$ cat src/rtl/pattern_bit_serializer_if.sv
`default_nettype none
// ---------------------------------------------------------------------------
// pattern_bit_serializer_if : word-in / serial-out bundle for the serializer
// Revision 1.0
// ---------------------------------------------------------------------------
interface pattern_bit_serializer_if #(
  parameter int WIDTH = 8
);
  logic [WIDTH-1:0] din;
  logic             din_valid;
  logic             din_ready;
  logic             x;
  logic             x_valid;
  logic             x_last;
  logic             busy;

  modport master (
    output din, din_valid,
    input  din_ready, x, x_valid, x_last, busy
  );

  modport slave (
    input  din, din_valid,
    output din_ready, x, x_valid, x_last, busy
  );
endinterface
`default_nettype wire

$ cat src/rtl/pattern_bit_serializer.sv
`default_nettype none
// ---------------------------------------------------------------------------
// pattern_bit_serializer : parallel words in, one bit per clock out on x.
// Optional SER_HOLD_EN adds a one-word hold register for gapless streaming.
// Revision 1.0
// ---------------------------------------------------------------------------
module pattern_bit_serializer #(
  parameter int WIDTH     = 8,
  parameter bit MSB_FIRST = 1'b1,
  parameter bit FILL      = 1'b0
) (
  input wire clk,
  input wire rst,
  pattern_bit_serializer_if.slave bus
);

  localparam int            CW       = $clog2(WIDTH);
  localparam logic [CW-1:0] LAST_CNT = CW'(WIDTH - 1);

  typedef enum logic [0:0] {
    S_IDLE  = 1'b0,
    S_SHIFT = 1'b1
  } state_t;

  state_t           state_q;
  logic [CW-1:0]    cnt_q;
  logic [CW-1:0]    cnt_d;
  logic [WIDTH-1:0] sh_q;
  logic [WIDTH-1:0] sh_d;
  logic             x_valid_q;
  logic             x_last_q;
  logic             hold_full;
  logic             xfer;
  logic             last_bit;

  // Vacated positions take FILL, so after a full word the head bit is FILL again.
  generate
    if (MSB_FIRST) begin : g_msb_first
      assign sh_d  = {sh_q[WIDTH-2:0], FILL};
      assign bus.x = sh_q[WIDTH-1];
    end else begin : g_lsb_first
      assign sh_d  = {FILL, sh_q[WIDTH-1:1]};
      assign bus.x = sh_q[0];
    end
  endgenerate

  assign cnt_d    = cnt_q + CW'(1);
  assign last_bit = (cnt_q == LAST_CNT);
  assign xfer     = bus.din_valid && bus.din_ready;

`ifdef SER_HOLD_EN
  logic [WIDTH-1:0] hold_q;
  logic             hold_full_q;

  assign hold_full     = hold_full_q;
  assign bus.din_ready = !rst && !hold_full_q;
`else
  assign hold_full     = 1'b0;
  assign bus.din_ready = !rst && (state_q == S_IDLE);
`endif

  assign bus.x_valid = x_valid_q;
  assign bus.x_last  = x_last_q;
  assign bus.busy    = (state_q == S_SHIFT) || hold_full;

  always_ff @(posedge clk) begin
    if (rst) begin
      state_q   <= S_IDLE;
      cnt_q     <= '0;
      sh_q      <= {WIDTH{FILL}};
      x_valid_q <= 1'b0;
      x_last_q  <= 1'b0;
`ifdef SER_HOLD_EN
      hold_q      <= {WIDTH{FILL}};
      hold_full_q <= 1'b0;
`endif
    end else begin
      case (state_q)
        S_IDLE: begin
          if (xfer) begin
            sh_q      <= bus.din;
            cnt_q     <= '0;
            state_q   <= S_SHIFT;
            x_valid_q <= 1'b1;
            x_last_q  <= 1'b0;
          end
        end
        S_SHIFT: begin
          if (last_bit) begin
            cnt_q    <= '0;
            x_last_q <= 1'b0;
`ifdef SER_HOLD_EN
            if (hold_full_q) begin
              sh_q <= hold_q;
              // A word arriving on the same edge refills the hold slot.
              if (xfer) begin
                hold_q <= bus.din;
              end else begin
                hold_full_q <= 1'b0;
              end
            end else if (xfer) begin
              sh_q <= bus.din;
            end else begin
              sh_q      <= sh_d;
              state_q   <= S_IDLE;
              x_valid_q <= 1'b0;
            end
`else
            sh_q      <= sh_d;
            state_q   <= S_IDLE;
            x_valid_q <= 1'b0;
`endif
          end else begin
            sh_q     <= sh_d;
            cnt_q    <= cnt_d;
            x_last_q <= (cnt_d == LAST_CNT);
`ifdef SER_HOLD_EN
            if (xfer) begin
              hold_q      <= bus.din;
              hold_full_q <= 1'b1;
            end
`endif
          end
        end
        default: begin
          state_q <= S_IDLE;
        end
      endcase
    end
  end

endmodule
`default_nettype wire

$ cat src/flat_wrapper.sv
// flat-port wrapper written by rule: the top's interface ports become plain ports
module pattern_bit_serializer_flat 
#(
  parameter int WIDTH     = 8,
  parameter bit MSB_FIRST = 1'b1,
  parameter bit FILL      = 1'b0
)
  (clk, rst, bus_din, bus_din_valid, bus_din_ready, bus_x, bus_x_valid, bus_x_last, bus_busy);
  pattern_bit_serializer_if #(.WIDTH(WIDTH)) bus_i ();
  input wire clk;
  input wire rst;
  input wire logic [$bits(bus_i.din)-1:0] bus_din;
  input wire logic [$bits(bus_i.din_valid)-1:0] bus_din_valid;
  output wire logic [$bits(bus_i.din_ready)-1:0] bus_din_ready;
  output wire logic [$bits(bus_i.x)-1:0] bus_x;
  output wire logic [$bits(bus_i.x_valid)-1:0] bus_x_valid;
  output wire logic [$bits(bus_i.x_last)-1:0] bus_x_last;
  output wire logic [$bits(bus_i.busy)-1:0] bus_busy;
  assign bus_i.din = bus_din;
  assign bus_i.din_valid = bus_din_valid;
  assign bus_din_ready = bus_i.din_ready;
  assign bus_x = bus_i.x;
  assign bus_x_valid = bus_i.x_valid;
  assign bus_x_last = bus_i.x_last;
  assign bus_busy = bus_i.busy;
  pattern_bit_serializer #(.WIDTH(WIDTH), .MSB_FIRST(MSB_FIRST), .FILL(FILL)) u_core (.clk(clk), .rst(rst), .bus(bus_i));
endmodule
$ cat config.mk
export PLATFORM = sky130hd
export DESIGN_NAME = pattern_bit_serializer_flat
export DESIGN_NICKNAME = d
export VERILOG_FILES = /design/src/rtl/pattern_bit_serializer_if.sv /design/src/rtl/pattern_bit_serializer.sv /design/src/flat_wrapper.sv
export SDC_FILE = /design/constraint.sdc
export NUM_CORES = 1
export LEC_CHECK = 0
export ABC_CLOCK_PERIOD_IN_PS = 1990
export BUFFER_PORTS_ARGS = -buffer_cell sky130_fd_sc_hd__clkbuf_2
export CAP_MARGIN = 20
export CORE_MARGIN = 3
export CORE_UTILIZATION = 29
export DETAILED_ROUTE_END_ITERATION = 8
export GPL_TIMING_DRIVEN = 0
export PLACE_DENSITY_LB_ADDON = 0.15
export SETUP_SLACK_MARGIN = 0.4
export SYNTH_ARGS = -nofsm -noshare
export SYNTH_HDL_FRONTEND = slang
export SYNTH_SLANG_ARGS = --single-unit
$ cat constraint.sdc
create_clock -name clk -period 1.99 [get_ports clk]
set_input_delay 0.597 -clock clk [delete_from_list [all_inputs] [get_ports clk]]
set_output_delay 0.597 -clock clk [all_outputs]
set_load 0.02 [all_outputs]
==> results.toml <==
[run_status]
run_status = "completed"

[cts]
cts_htree_levels = 1
cts_buffer_depth = 2
cts_hold_repair.buffers = 0
clkLatencyLatePin_ns = 0.28
worst_setup_hold_path_clk_slew_ns = 0.09
cts-root-buf = "sky130_fd_sc_hd__clkbuf_4"
cts_made_buffers = 3
clkSinkCount = 14
tritoncts = "yes"

[timing]
post-route-min-period_ns = 1.64
final-max-slew-violation-count = 0
slew_headroom_pct = 83.8
setup-violations-final = 0
clock.fmax_ghz = 0.611
timing.final.crit_share_pct = 82.2
final.setup_skew_ns = 0.00181
final.setup.worst_slack_ns = 0.355
finalSetupTns_ns = 0
max_slew.worst_pin.slew_ns = 0.242
hold_viol = 0
whs_ns = 0.510
rsz0062_at_grt = "yes"

[drt]
drt.antenna.violating_nets = 0
detailroute.via_count = 515
wire_per_inst_um = 12.2
routed_wirelength_um = 1370
drtIter0Drc = 5
detail_route.first_pass.iterations = 6
drt-vias-per-instance = 4.60
post-route-drc-count = 0

[place]
post-dp-hpwl_um = 932
detailedPlace.worstSlack_ns = 0.248
dp_cells = 106
io_buffer_count = 15
post_dp_cell_area_um2 = 779
place.gp.congestion = 0.642

[logic_synthesis]
yosys.area.top_type = "sky130_fd_sc_hd__dfxtp_1"
yosysUniqueCellTypes = 18
synth_top_cells_by_area = "sky130_fd_sc_hd__dfxtp_1 42%, sky130_fd_sc_hd__mux2i_1 12%, sky130_fd_sc_hd__a211oi_1 7.9%"
synth_enable_flop_cells = 0
post-synth-top-count-cell = "sky130_fd_sc_hd__dfxtp_1"
ys_warn_count = 0
ys_ff_latch = 14
post_synth.cell_area_avg_um2 = 10.4
postSynthCellCount = 64
synth-async-reset-ratio_pct = 0
synthDominantCellAreaShare_pct = 41.9
syn_nets = 78
synth.cells.most_frequent = "14 x sky130_fd_sc_hd__dfxtp_1, 8 x sky130_fd_sc_hd__mux2i_1, 7 x sky130_fd_sc_hd__a211oi_1, 7 x sky130_fd_sc_hd__nor2b_1, 6 x sky130_fd_sc_hd__a21oi_1"
synth.cell_area_um2 = 668
synth_ff_type = "sky130_fd_sc_hd__dfxtp_1"
ys_seq_area_share_pct = 41.9

[global_route]
largest_net_degree_at_the_start_of_global_routing = 11
global_route.usage.total_pct = 11.5
vias_in_the_first_global_route = 508
grt_first_pass_wirelength_um = 2340
antenna_found_initial = 0
globalRoute.totalOverflow = 0

[worst_hold_path]
holdCritStartpoint = "u_core.sh_q[6]$_SDFFE_PP0P_"
holdCritPathClass = "reg2reg"

[floorplan]
floorplan.die_area_um2 = 2920
die_width_um = 54
ioPinCount = 16
num_rows = 16
die-height_um = 54
initial_utilization_pct = 32.4
core_region_area_um2 = 2060

[layout]
nets_finish = 100
fillers = 228
area.sequential_um2 = 282
combined_area_of_the_multi_input_logic_cells_um2 = 349
post_route_cells_drive_above_1_share_pct = 34.1
final_cell_area_um2 = 873
final_util_pct = 42.4
fin_cells = 112
flow.area_growth_from_synthesis_pct = 30.7
antenna_diode_count = 0

[worst_setup_path]
critical_path.cell_chain = "clkbuf_16, buf_6, nor2_4, buf_8"
cpPeakStageDelay_ns = 0.13
reg2reg_from = "u_core.cnt_q[0]$_SDFFE_PP0P_"
critical_path_class = "in2out"
timing.critical_path.to_type = "output port"
startpoint = "rst"
cp_data_arrival_time_ns = 1.04
worst_path_max_delay_cell = "sky130_fd_sc_hd__clkbuf_16"
worst_ep_required_time_ns = 1.39
path_buf_inv = 3
worst_path_dominant_cell_family = "buffers and inverters"
critical_path.startpoint_type = "input pin"
worst-path-max-fanout = 6

[power]
irDropWorstVdd_mv = 0.348
leakagePower_nw = 0.388
total_power_uw = 636
power_density_nw_per_um2 = 728

[job]
max_cap_violations = 0
-- where the power goes --
group | internal (mW) | leakage [nW] | switching (mW)
logic | 0.0617 | 0.251 | 0.0560
registers | 0.301 | 0.116 | 0.0105
clock network | 0.111 | 0.0210 | 0.0957
-- cell type report --
class	count	area share, %
multi-input cells	44	40.0
inverters	2	0.860
plain buffers	4	5.16
well taps	27	3.87
flip-flops and latches	14	32.2
repair buffers	17	13.8
clock buffers	4	4.15
-- worst paths after layout --
check / end / slack, ns / cells after the start
hold / removal: u_core.sh_q[7]$_SDFFE_PP0P_ / 0.51 / 2
setup reg to reg: u_core.cnt_q[0]$_SDFFE_PP0P_ / 0.59 / 4
hold reg to reg: u_core.sh_q[7]$_SDFFE_PP0P_ / 0.51 / 2
setup / recovery: bus_din_ready / 0.35 / 4
-- cells in the final DEF (no fill, tap or decap), types with 2 or more instances in the layout --
cell type and instances:
sky130_fd_sc_hd__a211oi_1 7, sky130_fd_sc_hd__a21oi_1 6, sky130_fd_sc_hd__buf_4 2, sky130_fd_sc_hd__buf_6 4, sky130_fd_sc_hd__clkbuf_2 13, sky130_fd_sc_hd__clkbuf_4 3, sky130_fd_sc_hd__dfxtp_1 13, sky130_fd_sc_hd__ha_1 3
sky130_fd_sc_hd__inv_1 2, sky130_fd_sc_hd__mux2i_1 8, sky130_fd_sc_hd__nor2b_1 7, sky130_fd_sc_hd__or3b_1 5
-- registers in the layout, indices dropped and copies added (netlist names) --
register,count
u_core.bus.busy,1
u_core.bus.x_last,1
u_core.sh_q,8
u_core.bus.x_valid,1
u_core.cnt_q,3
-- worst min-delay path: stages, from the launching register on --
cell and delay, ns:
sky130_fd_sc_hd__dfxtp_1 0.32, sky130_fd_sc_hd__nor2b_1 0.10, sky130_fd_sc_hd__a211oi_1 0.05
-- metal layers --
| metal | vias up | wire length [um] | GRT usage (%) |
|---|---|---|---|
| met4 | 0 | 13 | 3.73 |
| met2 | 14 | 573 | 16.5 |
| li1 | 270 | - | - |
| met1 | 229 | 696 | 15.3 |
| met5 | - | 0 | 0 |
| met3 | 2 | 89 | 4.99 |
-- cells by family after synthesis --
kind of cell | synth area share (%)
AO/OA/AOI/OAI | 13.9
adder cells (fa/ha/maj) | 5.62
buffers and inverters | 6.93
flip-flops | 41.9
multiplexers | 12.0
AND/OR/NAND/NOR | 19.7
-- what timing repair did --
action                                  in CTS  in global routing
endpoints found under the setup margin       1                  1
gates resized for setup                      8                  2
buffers inserted                             2                  0
(Power assumes the default switching activity.)
